$ cat config.mk
export PLATFORM = sky130hd
export DESIGN_NAME = neo_engine
export DESIGN_NICKNAME = d
export VERILOG_FILES = /design/src/rtl/neo_pkg.sv /design/src/rtl/neo_window.sv /design/src/rtl/neo_engine.sv
export SDC_FILE = /design/constraint.sdc
export NUM_CORES = 1
export LEC_CHECK = 0
export ABC_AREA = 1
export BUFFER_PORTS_ARGS = -buffer_cell sky130_fd_sc_hd__clkbuf_2
export CAP_MARGIN = 20
export CORE_MARGIN = 4
export CORE_UTILIZATION = 38
export CTS_CLUSTER_SIZE = 24
export DETAILED_ROUTE_END_ITERATION = 10
export GPL_ROUTABILITY_DRIVEN = 0
export PLACE_DENSITY = 0.51
export SYNTH_ARGS = -nofsm -noshare
export SYNTH_HDL_FRONTEND = slang
export SYNTH_SLANG_ARGS = --single-unit
$ cat constraint.sdc
create_clock -name Clk -period 6.05 [get_ports Clk]
set_clock_uncertainty 0.15 [all_clocks]
set_input_delay 1.21 -clock Clk [delete_from_list [all_inputs] [get_ports Clk]]
set_output_delay 1.21 -clock Clk [all_outputs]
set_load 0.005 [all_outputs]
$ cat src/rtl/neo_pkg.sv
// Shared types and helpers for the multi-channel Nonlinear Energy Operator engine.
package neo_pkg;

  typedef enum logic [2:0] {
    IDLE,
    READ,
    DRAIN,
    NEXTCH,
    FIN
  } neo_state_t;

  // Full-precision psi width: two 2N-bit products plus one bit for the difference.
  function automatic int neo_psi_w(input int n);
    return 2 * n + 1;
  endfunction

endpackage

$ cat src/rtl/neo_window.sv
// 3-tap sample window (x_prev, x_curr, x_next) with synchronous clear and shift enable,
// plus the combinational full-precision psi = x_curr^2 - x_prev*x_next.
module neo_window import neo_pkg::*; #(
  parameter  int N  = 8,
  localparam int PW = neo_psi_w(N)
) (
  input  logic                 clk,
  input  logic                 rst_n,
  input  logic                 clr,
  input  logic                 shift,
  input  logic signed [N-1:0]  din,
  output logic signed [PW-1:0] psi
);

  logic signed [N-1:0]   x_prev_q, x_curr_q, x_next_q;
  logic signed [N-1:0]   x_prev_d, x_curr_d, x_next_d;
  logic signed [2*N-1:0] prev_w, curr_w, next_w;
  logic signed [2*N-1:0] sq_w, cross_w;

  always_comb begin
    // NOTE: every always_comb output gets a default first, so no path can infer a latch.
    x_prev_d = x_prev_q;
    x_curr_d = x_curr_q;
    x_next_d = x_next_q;
    if (clr) begin
      x_prev_d = '0;
      x_curr_d = '0;
      x_next_d = '0;
    end else if (shift) begin
      x_prev_d = x_curr_q;
      x_curr_d = x_next_q;
      x_next_d = din;
    end
  end

  // NOTE: state flops use non-blocking assignments so all registers update together at the edge.
  always_ff @(posedge clk or negedge rst_n) begin
    if (!rst_n) begin
      x_prev_q <= '0;
      x_curr_q <= '0;
      x_next_q <= '0;
    end else begin
      x_prev_q <= x_prev_d;
      x_curr_q <= x_curr_d;
      x_next_q <= x_next_d;
    end
  end

  // Operands are sign-extended to 2N bits first; the exact products always fit there.
  assign prev_w  = $signed({{N{x_prev_q[N-1]}}, x_prev_q});
  assign curr_w  = $signed({{N{x_curr_q[N-1]}}, x_curr_q});
  assign next_w  = $signed({{N{x_next_q[N-1]}}, x_next_q});
  assign sq_w    = curr_w * curr_w;
  assign cross_w = prev_w * next_w;
  assign psi     = $signed({sq_w[2*N-1], sq_w}) - $signed({cross_w[2*N-1], cross_w});

endmodule

$ cat src/rtl/neo_engine.sv
// Multi-channel NEO engine: sweeps C channels of M samples from the sample RAM and writes psi
// to the result RAM. Optional threshold spike counter is enabled by defining NEO_THRESH_EN.
module neo_engine import neo_pkg::*; #(
  parameter  int N  = 8,
  parameter  int M  = 8,
  parameter  int C  = 1,
  localparam int AW = (C * M > 1) ? $clog2(C * M) : 1,
  localparam int PW = neo_psi_w(N)
) (
  input  logic                 Clk,
  input  logic                 reset,
  input  logic                 start,
  output logic                 busy,
  output logic                 done,
  output logic [AW-1:0]        raddr,
  input  logic signed [N-1:0]  rdata,
  output logic                 we,
  output logic [AW-1:0]        waddr,
  output logic signed [PW-1:0] wdata
`ifdef NEO_THRESH_EN
  ,
  input  logic signed [PW-1:0] thresh,
  output logic [AW:0]          spike_cnt,
  output logic                 spike_any
`endif
);

  localparam int MW = $clog2(M);
  localparam int TW = $clog2(M + 4);
  localparam int CW = (C > 1) ? $clog2(C) : 1;

  neo_state_t          state_q, state_d;
  logic [TW-1:0]       cnt_q, cnt_d;
  logic [CW-1:0]       ch_q, ch_d;
  logic [AW-1:0]       raddr_q, raddr_d;
  logic [AW-1:0]       waddr_q, waddr_d;
  logic signed [PW-1:0] wdata_q, wdata_d;
  logic                we_q, we_d;
  logic                busy_q, busy_d;
  logic                done_q, done_d;
  logic                win_clr, win_shift;
  logic signed [PW-1:0] psi;
  logic [MW-1:0]       k_w;
  logic                in_write, accept;

  neo_window #(.N(N)) u_window (
    .clk   (Clk),
    .rst_n (reset),
    .clr   (win_clr),
    .shift (win_shift),
    .din   (rdata),
    .psi   (psi)
  );

  // Cycle t within a channel computes the write for sample k = t-3 (presented at t+1).
  assign k_w      = MW'(cnt_q - TW'(3));
  assign in_write = ((state_q == READ) || (state_q == DRAIN)) &&
                    (cnt_q >= TW'(3)) && (cnt_q <= TW'(M + 2));
  assign accept   = (state_q == IDLE) && start;

  always_comb begin
    state_d   = state_q;
    cnt_d     = cnt_q;
    ch_d      = ch_q;
    raddr_d   = raddr_q;
    waddr_d   = waddr_q;
    wdata_d   = wdata_q;
    we_d      = 1'b0;
    busy_d    = busy_q;
    done_d    = 1'b0;
    win_clr   = 1'b0;
    win_shift = 1'b0;

    case (state_q)
      IDLE: begin
        if (start) begin
          state_d = READ;
          cnt_d   = '0;
          ch_d    = '0;
          raddr_d = '0;
          busy_d  = 1'b1;
          win_clr = 1'b1;
        end
      end
      READ: begin
        cnt_d     = cnt_q + TW'(1);
        win_shift = (cnt_q != '0);
        if (cnt_q == TW'(M - 1)) state_d = DRAIN;
        else                      raddr_d = raddr_q + AW'(1);
      end
      DRAIN: begin
        cnt_d     = cnt_q + TW'(1);
        win_shift = (cnt_q == TW'(M));
        if (cnt_q == TW'(M + 2)) state_d = NEXTCH;
      end
      NEXTCH: begin
        if (ch_q != CW'(C - 1)) begin
          state_d = READ;
          ch_d    = ch_q + CW'(1);
          cnt_d   = '0;
          raddr_d = raddr_q + AW'(1);
          win_clr = 1'b1;
        end else begin
          state_d = FIN;
          busy_d  = 1'b0;
          done_d  = 1'b1;
        end
      end
      FIN:     state_d = IDLE;
      default: state_d = IDLE;
    endcase

    if (in_write) begin
      we_d    = 1'b1;
      waddr_d = (AW'(ch_q) << MW) | AW'(k_w);
      // Edge samples have no full neighbourhood and are defined as zero.
      wdata_d = ((k_w == '0) || (k_w == MW'(M - 1))) ? '0 : psi;
    end
  end

  always_ff @(posedge Clk or negedge reset) begin
    if (!reset) begin
      state_q <= IDLE;
      cnt_q   <= '0;
      ch_q    <= '0;
      raddr_q <= '0;
      waddr_q <= '0;
      wdata_q <= '0;
      we_q    <= 1'b0;
      busy_q  <= 1'b0;
      done_q  <= 1'b0;
    end else begin
      state_q <= state_d;
      cnt_q   <= cnt_d;
      ch_q    <= ch_d;
      raddr_q <= raddr_d;
      waddr_q <= waddr_d;
      wdata_q <= wdata_d;
      we_q    <= we_d;
      busy_q  <= busy_d;
      done_q  <= done_d;
    end
  end

  assign busy  = busy_q;
  assign done  = done_q;
  assign raddr = raddr_q;
  assign we    = we_q;
  assign waddr = waddr_q;
  assign wdata = wdata_q;

`ifdef NEO_THRESH_EN
  logic signed [PW-1:0] thresh_q, thresh_d;
  logic [AW:0]          spike_cnt_q, spike_cnt_d;

  // Counts presented writes, so the final count settles on the edge that raises done.
  always_comb begin
    thresh_d    = thresh_q;
    spike_cnt_d = spike_cnt_q;
    if (accept) begin
      thresh_d    = thresh;
      spike_cnt_d = '0;
    end else if (we_q && (wdata_q > thresh_q)) begin
      spike_cnt_d = spike_cnt_q + (AW + 1)'(1);
    end
  end

  always_ff @(posedge Clk or negedge reset) begin
    if (!reset) begin
      thresh_q    <= '0;
      spike_cnt_q <= '0;
    end else begin
      thresh_q    <= thresh_d;
      spike_cnt_q <= spike_cnt_d;
    end
  end

  assign spike_cnt = spike_cnt_q;
  assign spike_any = (spike_cnt_q != '0);
`else
  logic unused_accept;
  assign unused_accept = accept;
`endif

endmodule

==> metrics.md, run 1 <==
| Metric | Value |
|---|---|
| CP Max Fanout | `8` |
| Share of cells above drive strength 1 | `0.143` |
| Number of post-CTS setup repair buffers | `0` |
| Die Ht | `155 µm` |
| Critical Path RT | `6.13 ns` |
| Syn Nets | `between 1,000 and 1,500` |
| First-pass GRT wire length | `30,700 µm` |
| Crit path cell chain | `nand2_1, inv_1, fa_1, inv_1, fa_1, fa_1, fa_1, fa_1, inv_1, fa_1, inv_1, ha_1, a21oi_1, o21ai_0, nand2_1, nand3_1, nor2_1, nand3_1, nand3_1, nand2_1` |
| Ys flop type | `dfrtp_1` |
| Clock Path Buffers | `2` |
| DR DRC count | `0` |
| CTS tree | `done` |
| Cells after Synth | `967` |
| R2r endpoint | `wdata[16]` |
| TNS Setup | `0 ns` |
| Worst skew pair latency | `0.34 ns` |
| Outcome | `completed` |
| Flop-to-flop setup slack | `0.40 ns` |
| #FFs+latches synth | `57` |
| Number of diodes | `0` |
| Worst path max stage delay | `0.63 ns` |
| Mean Syn Cell Area | `8.45 µm²` |
| Hold Crit Class | `reg -> reg` |
| WP buf/inv | `4` |
| Reg2reg start | `u_window.x_prev_q[7]` |
| Area contributors post-synth | `fa_1, dfrtp_1, inv_1` |
| Hold Crit Start | `waddr[2]` |
| RSZ-0062 raised after global routing | `no` |
| CP max-delay cell | `fa_1` |
| Endpoints failing setup | `0` |
| Syn-to-layout area delta | `8.67%` |
| H-tree Lvls | `3` |
| EDFF count, synth | `0` |
| CTS resizes | `0` |
| Most frequent cells in the layout | `inv_1, nand2_1, fa_1, ha_1, dfrtp_1` |
| Post-DRT Antenna Nets | `0` |
| Router iterations before antenna repair | `5` |
| Crit path max-delay family | `adder cells` |
| Gr ovfl total | `0` |
| # hold bufs at CTS | `0` |
| Die area | `between 20,000 and 25,000 µm²` |
| Final Hold Fails | `0` |
| Startpoint types | `flip-flop` |
| Setup crit start | `u_window.x_prev_q[7]` |
| Pins Over Slew Limit | `0` |
| Number of DRC violations after detailed-routing iteration 0 | `between 150 and 200` |
| Average wire per standard cell | `13.5 µm` |
| Clk slew on worst S/H paths | `0.06 ns` |
| Nets@finish | `approximately 1,200` |
| Crit Path Class | `reg -> reg` |
| Initial antenna violation count | `0` |
| Number of global-route vias before repair | `between 6,000 and 7,000` |
| Commonest non-fill, non-tap cell in the layout | `inv_1` |
| Slew margin rel. | `0.472` |
| Cts bufs inserted | `9` |
| Dominant cell type by area after synthesis | `fa_1` |
| Post-synthesis cell type count | `44` |
| Sequential area share after synthesis | `0.175` |
| Critical path depth | `20` |
| Vias/cell | `roughly 4.6` |
| Crit path top cell by count | `fa_1` |
| Cells on worst reg2reg path | `20` |
| Port buffer count | `36` |
| Worst EP arrival | `5.73 ns` |
| Largest net degree at the start of global routing | `58` |
| Async set-reset flop share out of synthesis | `1.00` |
| Routed vias | `between 5,000 and 6,000` |
| Ports | `37` |
| Num rows | `53` |
| Clk sink count | `57` |
| Hold slack | `about 0.33 ns` |
| Syn. warnings | `0` |
| Initial core utilization | `0.388` |
| Min Tclk post-route | `5.65 ns` |
| Kind of end point of the critical path | `flip-flop` |
| Tot GR Track Use | `0.160` |
| Yosys top cell area share | `0.309` |
| Max Clk Rate | `around 180 MHz` |
| HPWL after DPL | `14,300 µm` |
| Final wirelength | `17,200 µm` |
| Slew @ Worst Pin | `between 0.7 and 0.8 ns` |
| Die width | `~150 µm` |
| Worst Setup EP | `wdata[16]` |
| Root Driver | `clkbuf_16` |
| Final worst-path cycle share | `0.934` |
| Max Cap Viol | `0` |
| Mapped Area | `8170 µm²` |
| Core ar. | `~21,000 µm²` |
==> flip-flops by register name, summed over array words and instances, names as in the netlist <==
signal	cells
busy	1
cnt_q	4
done	1
raddr	3
state_q	3
u_window.x_curr_q	8
u_window.x_next_q	8
u_window.x_prev_q	8
waddr	3
wdata	17
we	1
==> tightest hold or removal path: cells and delay by family (launching register included) <==
kind / cells / cell delay [ns]
simple gates: 2 / 0.11
flops: 1 / 0.34
==> layout make-up <==
cell class | instances | area, µm²
multi-input cells | 581 | 5440
inverters | 297 | 1120
well taps | 275 | 344
clock buffers | 9 | 225
fillers | 2235 | 12200
flip-flops and latches | 57 | 1430
clock inverters | 7 | 53.8
repair buffers | 47 | 263
==> metrics by stage <==
| step | cells | utilization | setup WS (ns) | area (µm²) |
|---|---|---|---|---|
| floorplan | 967 | - | 0.728 | 8170 |
| global placement | 1257 | 0.408 | 0.268 | 8600 |
| finish | 1273 | 0.421 | 0.399 | 8880 |
| global route | 1273 | 0.421 | 0.0331 | 8880 |
| CTS | 1273 | 0.421 | 0.232 | 8880 |
| detailed placement | 1257 | 0.408 | 0.249 | 8600 |
==> logic make-up (layout without fill, tap and decap cells) <==
logic type / count (synthesis) / count (layout) / share of synthesized area
adder cells (fa/ha/maj): 195 / 195 / 0.414
AO/OA/AOI/OAI: 83 / 83 / 0.0714
AND/OR/NAND/NOR: 294 / 294 / 0.171
flip-flops: 57 / 57 / 0.175
buffers and inverters: 329 / 360 / 0.160
XOR/XNOR: 9 / 9 / 0.00965
==> worst min-delay path by stage <==
stage	endpoint	slack [ns]	cells after the start
finish	waddr[2]	0.33	2
CTS	wdata[14]	0.33	2
floorplan	wdata[14]	0.32	2
global placement	waddr[2]	0.31	2
global route	wdata[12]	0.36	2
detailed placement	wdata[13]	0.31	2
==> cells in the mapped netlist (2+ instances only) <==
library cell / count
inv_2: 9
or2_2: 3
nand2_2: 8
nor2_2: 2
xnor2_1: 5
nor2_4: 3
inv_1: 286
nand3_1: 32
nand2_1: 179
fa_1: 126
a21oi_2: 5
clkbuf_1: 15
dfrtp_1: 57
o21ai_0: 15
a22o_1: 3
buf_6: 2
nand4_1: 5
xor2_1: 4
o21ai_2: 21
o21bai_1: 2
o21ai_1: 12
ha_1: 69
nand3b_1: 3
buf_2: 13
nand3_2: 18
a21oi_1: 16
nor2_1: 36
o22ai_1: 2
==> routing by layer <==
layer  wire [µm]  vias to the layer above  GRT usage
met5           0                        -          0
met4         295                        0     0.0463
met3         436                       18     0.0157
met2        8790                       71      0.287
met1        7650                     2856      0.205
li1            -                     2871          -
Power of run 1 is left out: the tool's default activity adds up to more than one toggle a clock period on the data nets, which glitch-free logic cannot reach.
==> run 2: changes to the inputs <==
- CAP_MARGIN: 20 -> 10
- CTS_BUF_LIST: unset -> sky130_fd_sc_hd__clkbuf_8
==> metrics.md, run 2 (synthesis results as in run 1) <==
| Metric | Value |
|---|---|
| Initial antenna violation count | `0` |
| Ports | `37` |
| H-tree Lvls | `3` |
| Router iterations before antenna repair | `4` |
| Cts bufs inserted | `9` |
| Port buffer count | `36` |
| Die area | `between 20,000 and 25,000 µm²` |
| Number of post-CTS setup repair buffers | `0` |
| RSZ-0062 raised after global routing | `no` |
| Worst EP arrival | `5.77 ns` |
| Share of cells above drive strength 1 | `0.143` |
| # hold bufs at CTS | `0` |
| Clk sink count | `57` |
| Number of DRC violations after detailed-routing iteration 0 | `196` |
| Commonest non-fill, non-tap cell in the layout | `inv_1` |
| Pre-CTS WS | `0.249 ns` |
| Kind of end point of the critical path | `flip-flop` |
| CTS tree | `done` |
| Slew margin rel. | `0.485` |
| Hold Crit Class | `reg -> reg` |
| Max Cap Viol | `0` |
| Critical Path RT | `between 6 and 7 ns` |
| Min Tclk post-route | `5.67 ns` |
| Nets@finish | `1,199` |
| Crit Path Class | `reg -> reg` |
| Number of diodes | `0` |
| Clock Path Buffers | `2` |
| Grt met2 use | `0.286` |
| Setup ws final | `0.380 ns` |
| Average wire per standard cell | `between 10 and 15 µm` |
| Outcome | `completed` |
| Largest net degree at the start of global routing | `58` |
| Final worst-path cycle share | `0.937` |
| Routed vias | `5,780` |
| Endpoints failing setup | `0` |
| M3 GR Usage | `0.0187` |
| Fillcell total | `2,242` |
| Core ar. | `21,100 µm²` |
| Root Driver | `clkbuf_8` |
| TNS Setup | `0 ns` |
| Post-DRT Antenna Nets | `0` |
| Slew @ Worst Pin | `roughly 0.77 ns` |
| GRT busiest layer | `met2` |
| HPWL after DPL | `~14,000 µm` |
| Final wirelength | `17,100 µm` |
| Vias/cell | `~4.5` |
| Syn-to-layout area delta | `7.43%` |
| Hold slack | `0.333 ns` |
| Tot GR Track Use | `0.159` |
| DR DRC count | `0` |
| Worst skew pair latency | `0.35 ns` |
| Met1 Usage GRT | `0.204` |
| Startpoint types | `flip-flop` |
| Max Clk Rate | `176 MHz` |
| Most frequent cells in the layout | `inv_1, nand2_1, fa_1, ha_1, dfrtp_1` |
| Initial core utilization | `0.388` |
| Die width | `155 µm` |
| Pins Over Slew Limit | `0` |
| Final Hold Fails | `0` |
| Gr ovfl total | `0` |
| CP Max Fanout | `8` |
| Max FFs per register | `17` |
| Clk slew on worst S/H paths | `0.08 ns` |
| Die Ht | `between 150 and 200 µm` |
| Number of global-route vias before repair | `6,377` |
| Num rows | `between 50 and 60` |
| CTS resizes | `0` |
| First-pass GRT wire length | `30,600 µm` |
==> run 2: cell type report <==
cell class,count,area [µm²],area share
Clock buffer,9,124,0.0141
Inverter,297,1120,0.128
Tap cell,275,344,0.0392
Timing Repair Buffer,47,263,0.0299
Multi-Input combinational cell,581,5440,0.620
Sequential cell,57,1430,0.163
Clock inverter,7,53.8,0.00613
==> run 2: critical path, cell delays in order, from the launching register on <==
cell     delay, ns
dfrtp_1       0.50
nand2_1       0.16
inv_1         0.10
fa_1          0.63
inv_1         0.15
fa_1          0.48
fa_1          0.60
fa_1          0.44
fa_1          0.49
inv_1         0.05
fa_1          0.52
inv_1         0.04
ha_1          0.35
a21oi_1       0.19
o21ai_0       0.16
nand2_1       0.10
nand3_1       0.06
nor2_1        0.16
nand3_1       0.09
nand3_1       0.08
nand2_1       0.05
==> run 2: worst paths after layout <==
path	from	to	slack, ns	depth (start not counted)
worst min register to register	waddr[2]	waddr[2]	0.33	2
worst min-delay path	waddr[2]	waddr[2]	0.33	2
worst max-delay path	u_window.x_prev_q[7]	wdata[16]	0.38	20
max in group asynchronous	reset	u_window.x_curr_q[7]	4.35	2
worst max register to register	u_window.x_prev_q[7]	wdata[16]	0.38	20
min in group asynchronous	reset	raddr[0]	0.86	2
==> run 2: stage by stage <==
stage                      util  std cells  area [µm²]
after floorplan               -        967        8170
after global placement    0.408       1257        8600
after detailed placement  0.408       1257        8600
after CTS                 0.416       1273        8780
after global routing      0.416       1273        8780
final                     0.416       1273        8780
==> run 2: routing by layer <==
layer,wire length [µm],vias to the layer above
met3,441,19
met1,7640,2824
met4,253,0
li1,-,2870
met5,0,-
met2,8730,67
Power of run 2 is left out for the same reason.
==> run 3: changes to the inputs <==
- ABC_AREA: 1 -> unset
==> metrics.md, run 3 <==
| Metric | Value |
|---|---|
| Outcome | `completed` |
| Number of diodes | `0` |
| Hold Crit Class | `reg -> reg` |
| Crit path top cell by count | `fa_1` |
| Max Clk Rate | `173 MHz` |
| Clk slew on worst S/H paths | `0.09 ns` |
| Die area | `22,500 µm²` |
| Synth cell count leaders | `inv_1, fa_1, nand2_1` |
| Endpoints failing setup | `0` |
| Sequential area share after synthesis | `0.186` |
| Die Ht | `150 µm` |
| Crit path cell chain | `buf_4, ha_1, fa_1, inv_1, fa_1, inv_1, fa_1, fa_1, fa_1, inv_1, fa_1, inv_1, ha_1, a21o_1, a21o_1, a221oi_1, o31ai_1, xnor2_1, a22o_1` |
| CP max-delay cell | `fa_1` |
| Setup crit start | `u_window.x_curr_q[6]` |
| Die width | `150 µm` |
| First-pass GRT wire length | `30,300 µm` |
| Fillcell total | `about 2,100` |
| Dominant cell type by area after synthesis | `fa_1` |
| Number of post-CTS setup repair buffers | `0` |
| DR DRC count | `0` |
| Critical Path RT | `6.16 ns` |
| Core ar. | `19,700 µm²` |
| H-tree Lvls | `3` |
| CP Max Fanout | `6` |
| Cts bufs inserted | `9` |
| Num rows | `51` |
| Hold Crit Start | `waddr[1]` |
| Ports | `37` |
| Slew @ Worst Pin | `1.08 ns` |
| Routed vias | `5,343` |
| Min Tclk post-route | `~5.8 ns` |
| Ys flop type | `dfrtp_1` |
| Kind of end point of the critical path | `flip-flop` |
| Cells after Synth | `between 800 and 900` |
| HPWL after DPL | `14,200 µm` |
| CTS tree | `done` |
| Reg2reg start | `u_window.x_curr_q[6]` |
| Clk sink count | `57` |
| Startpoint types | `flip-flop` |
| Syn-to-layout area delta | `10.3%` |
| Final Hold Fails | `0` |
| Root Driver | `clkbuf_8` |
| Gr ovfl total | `0` |
| RSZ-0062 raised after global routing | `no` |
| Syn Nets | `1,039` |
| Mean Syn Cell Area | `9.19 µm²` |
| Post-synthesis cell type count | `52` |
| Yosys top cell area share | `0.329` |
| # hold bufs at CTS | `0` |
| TNS Setup | `0 ns` |
| Mapped Area | `7660 µm²` |
| Worst skew pair latency | `0.37 ns` |
| Final wirelength | `17,700 µm` |
| Share of cells above drive strength 1 | `0.110` |
| Count leader, synth | `inv_1` |
| Initial antenna violation count | `0` |
| Syn. warnings | `0` |
| Crit Path Class | `reg -> reg` |
| Worst path max stage delay | `0.54 ns` |
| Worst EP arrival | `5.90 ns` |
| Number of DRC violations after detailed-routing iteration 0 | `between 200 and 250` |
| Placed Area | `just over 8000 µm²` |
| Port buffer count | `36` |
| CTS resizes | `0` |
| Flop-to-flop setup slack | `about 0.26 ns` |
| Area contributors post-synth | `fa_1, dfrtp_1, ha_1` |
| #FFs+latches synth | `57` |
| Router iterations before antenna repair | `4` |
| Cell area after layout | `8440 µm²` |
| Commonest non-fill, non-tap cell in the layout | `inv_1` |
| Final worst-path cycle share | `0.957` |
| Nets@finish | `roughly 1,100` |
| Slew margin rel. | `0.281` |
| Most frequent cells in the layout | `inv_1, fa_1, nand2_1, ha_1, dfrtp_1` |
| Vias/cell | `4.70` |
| Initial core utilization | `0.390` |
| Max Cap Viol | `0` |
| Max FFs per register | `17` |
| Async set-reset flop share out of synthesis | `1.00` |
| Pins Over Slew Limit | `0` |
| EDFF count, synth | `0` |
| Number of global-route vias before repair | `approximately 5,700` |
| Tot GR Track Use | `0.175` |
| Average wire per standard cell | `between 15 and 20 µm` |
| Post-DRT Antenna Nets | `0` |
| Clock Path Buffers | `2` |
| Largest net degree at the start of global routing | `58` |
-- run 3: changes by cell type in the layout (fill, tap and decap cells not counted), sizes merged, moves of 6 or more --
cell / previous run / this run
inv: 299 / 186
nand2: 189 / 110
a21oi: 22 / 43
nand2b: 0 / 6
a21o: 1 / 8
buf: 11 / 21
nor2b: 0 / 12
o21ai: 48 / 24
nor2: 41 / 29
nand3: 50 / 1
xnor2: 5 / 20
and2: 0 / 46
-- run 3: final timing paths --
kind	end	depth (start not counted)
worst min register to register	waddr[1]	2
worst min-delay path	waddr[1]	2
worst max-delay path	wdata[16]	19
worst max register to register	wdata[16]	19
min in group asynchronous	u_window.x_curr_q[6]	2
max in group asynchronous	u_window.x_next_q[1]	2
-- run 3: cell families after synthesis --
logic type / count (synthesis) / synth area share
AND/OR/NAND/NOR: 222 / 0.138
flip-flops: 57 / 0.186
adder cells (fa/ha/maj): 195 / 0.442
multiplexers: 3 / 0.00474
AO/OA/AOI/OAI: 109 / 0.0894
XOR/XNOR: 27 / 0.0309
buffers and inverters: 220 / 0.109
-- run 3: through the flow --
step / util / hold WS [ns] / worst slack [ns] / instances
after floorplan: - / 0.320 / 0.337 / 833
after global placement: 0.417 / 0.317 / 0.216 / 1121
after detailed placement: 0.417 / 0.316 / 0.211 / 1121
after CTS: 0.429 / 0.335 / 0.204 / 1137
after global routing: 0.430 / 0.349 / 0.00465 / 1137
final: 0.430 / 0.327 / 0.262 / 1137
-- run 3: layout make-up --
| cell class | count | area, µm² | area share |
|---|---|---|---|
| timing repair buffer | 57 | 338 | 0.0400 |
| clock buffer | 11 | 151 | 0.0179 |
| clock inverter | 5 | 77.6 | 0.00919 |
| sequential | 57 | 1430 | 0.170 |
| multi-input combinational | 556 | 5420 | 0.641 |
| tap | 265 | 332 | 0.0393 |
| inverter | 186 | 698 | 0.0827 |
-- run 3: per-layer routing --
layer | vias up | routed length [µm] | global-route usage | part of all wire
li1 | 2599 | - | - | -
met5 | - | 0 | 0 | 0
met1 | 2686 | 8360 | 0.245 | 0.47
met3 | 10 | 362 | 0.0257 | 0.020
met4 | 0 | 187 | 0.0389 | 0.011
met2 | 48 | 8790 | 0.288 | 0.50
-- run 3: worst max-delay path, delay by kind of cell (launching register included) --
family | cells | cell delay, ns
compound gates | 5 | 0.96
xor+xnor | 1 | 0.14
fa+ha+maj | 8 | 3.60
buf+inv | 5 | 0.40
flops | 1 | 0.45
Power of run 3 is left out for the same reason.
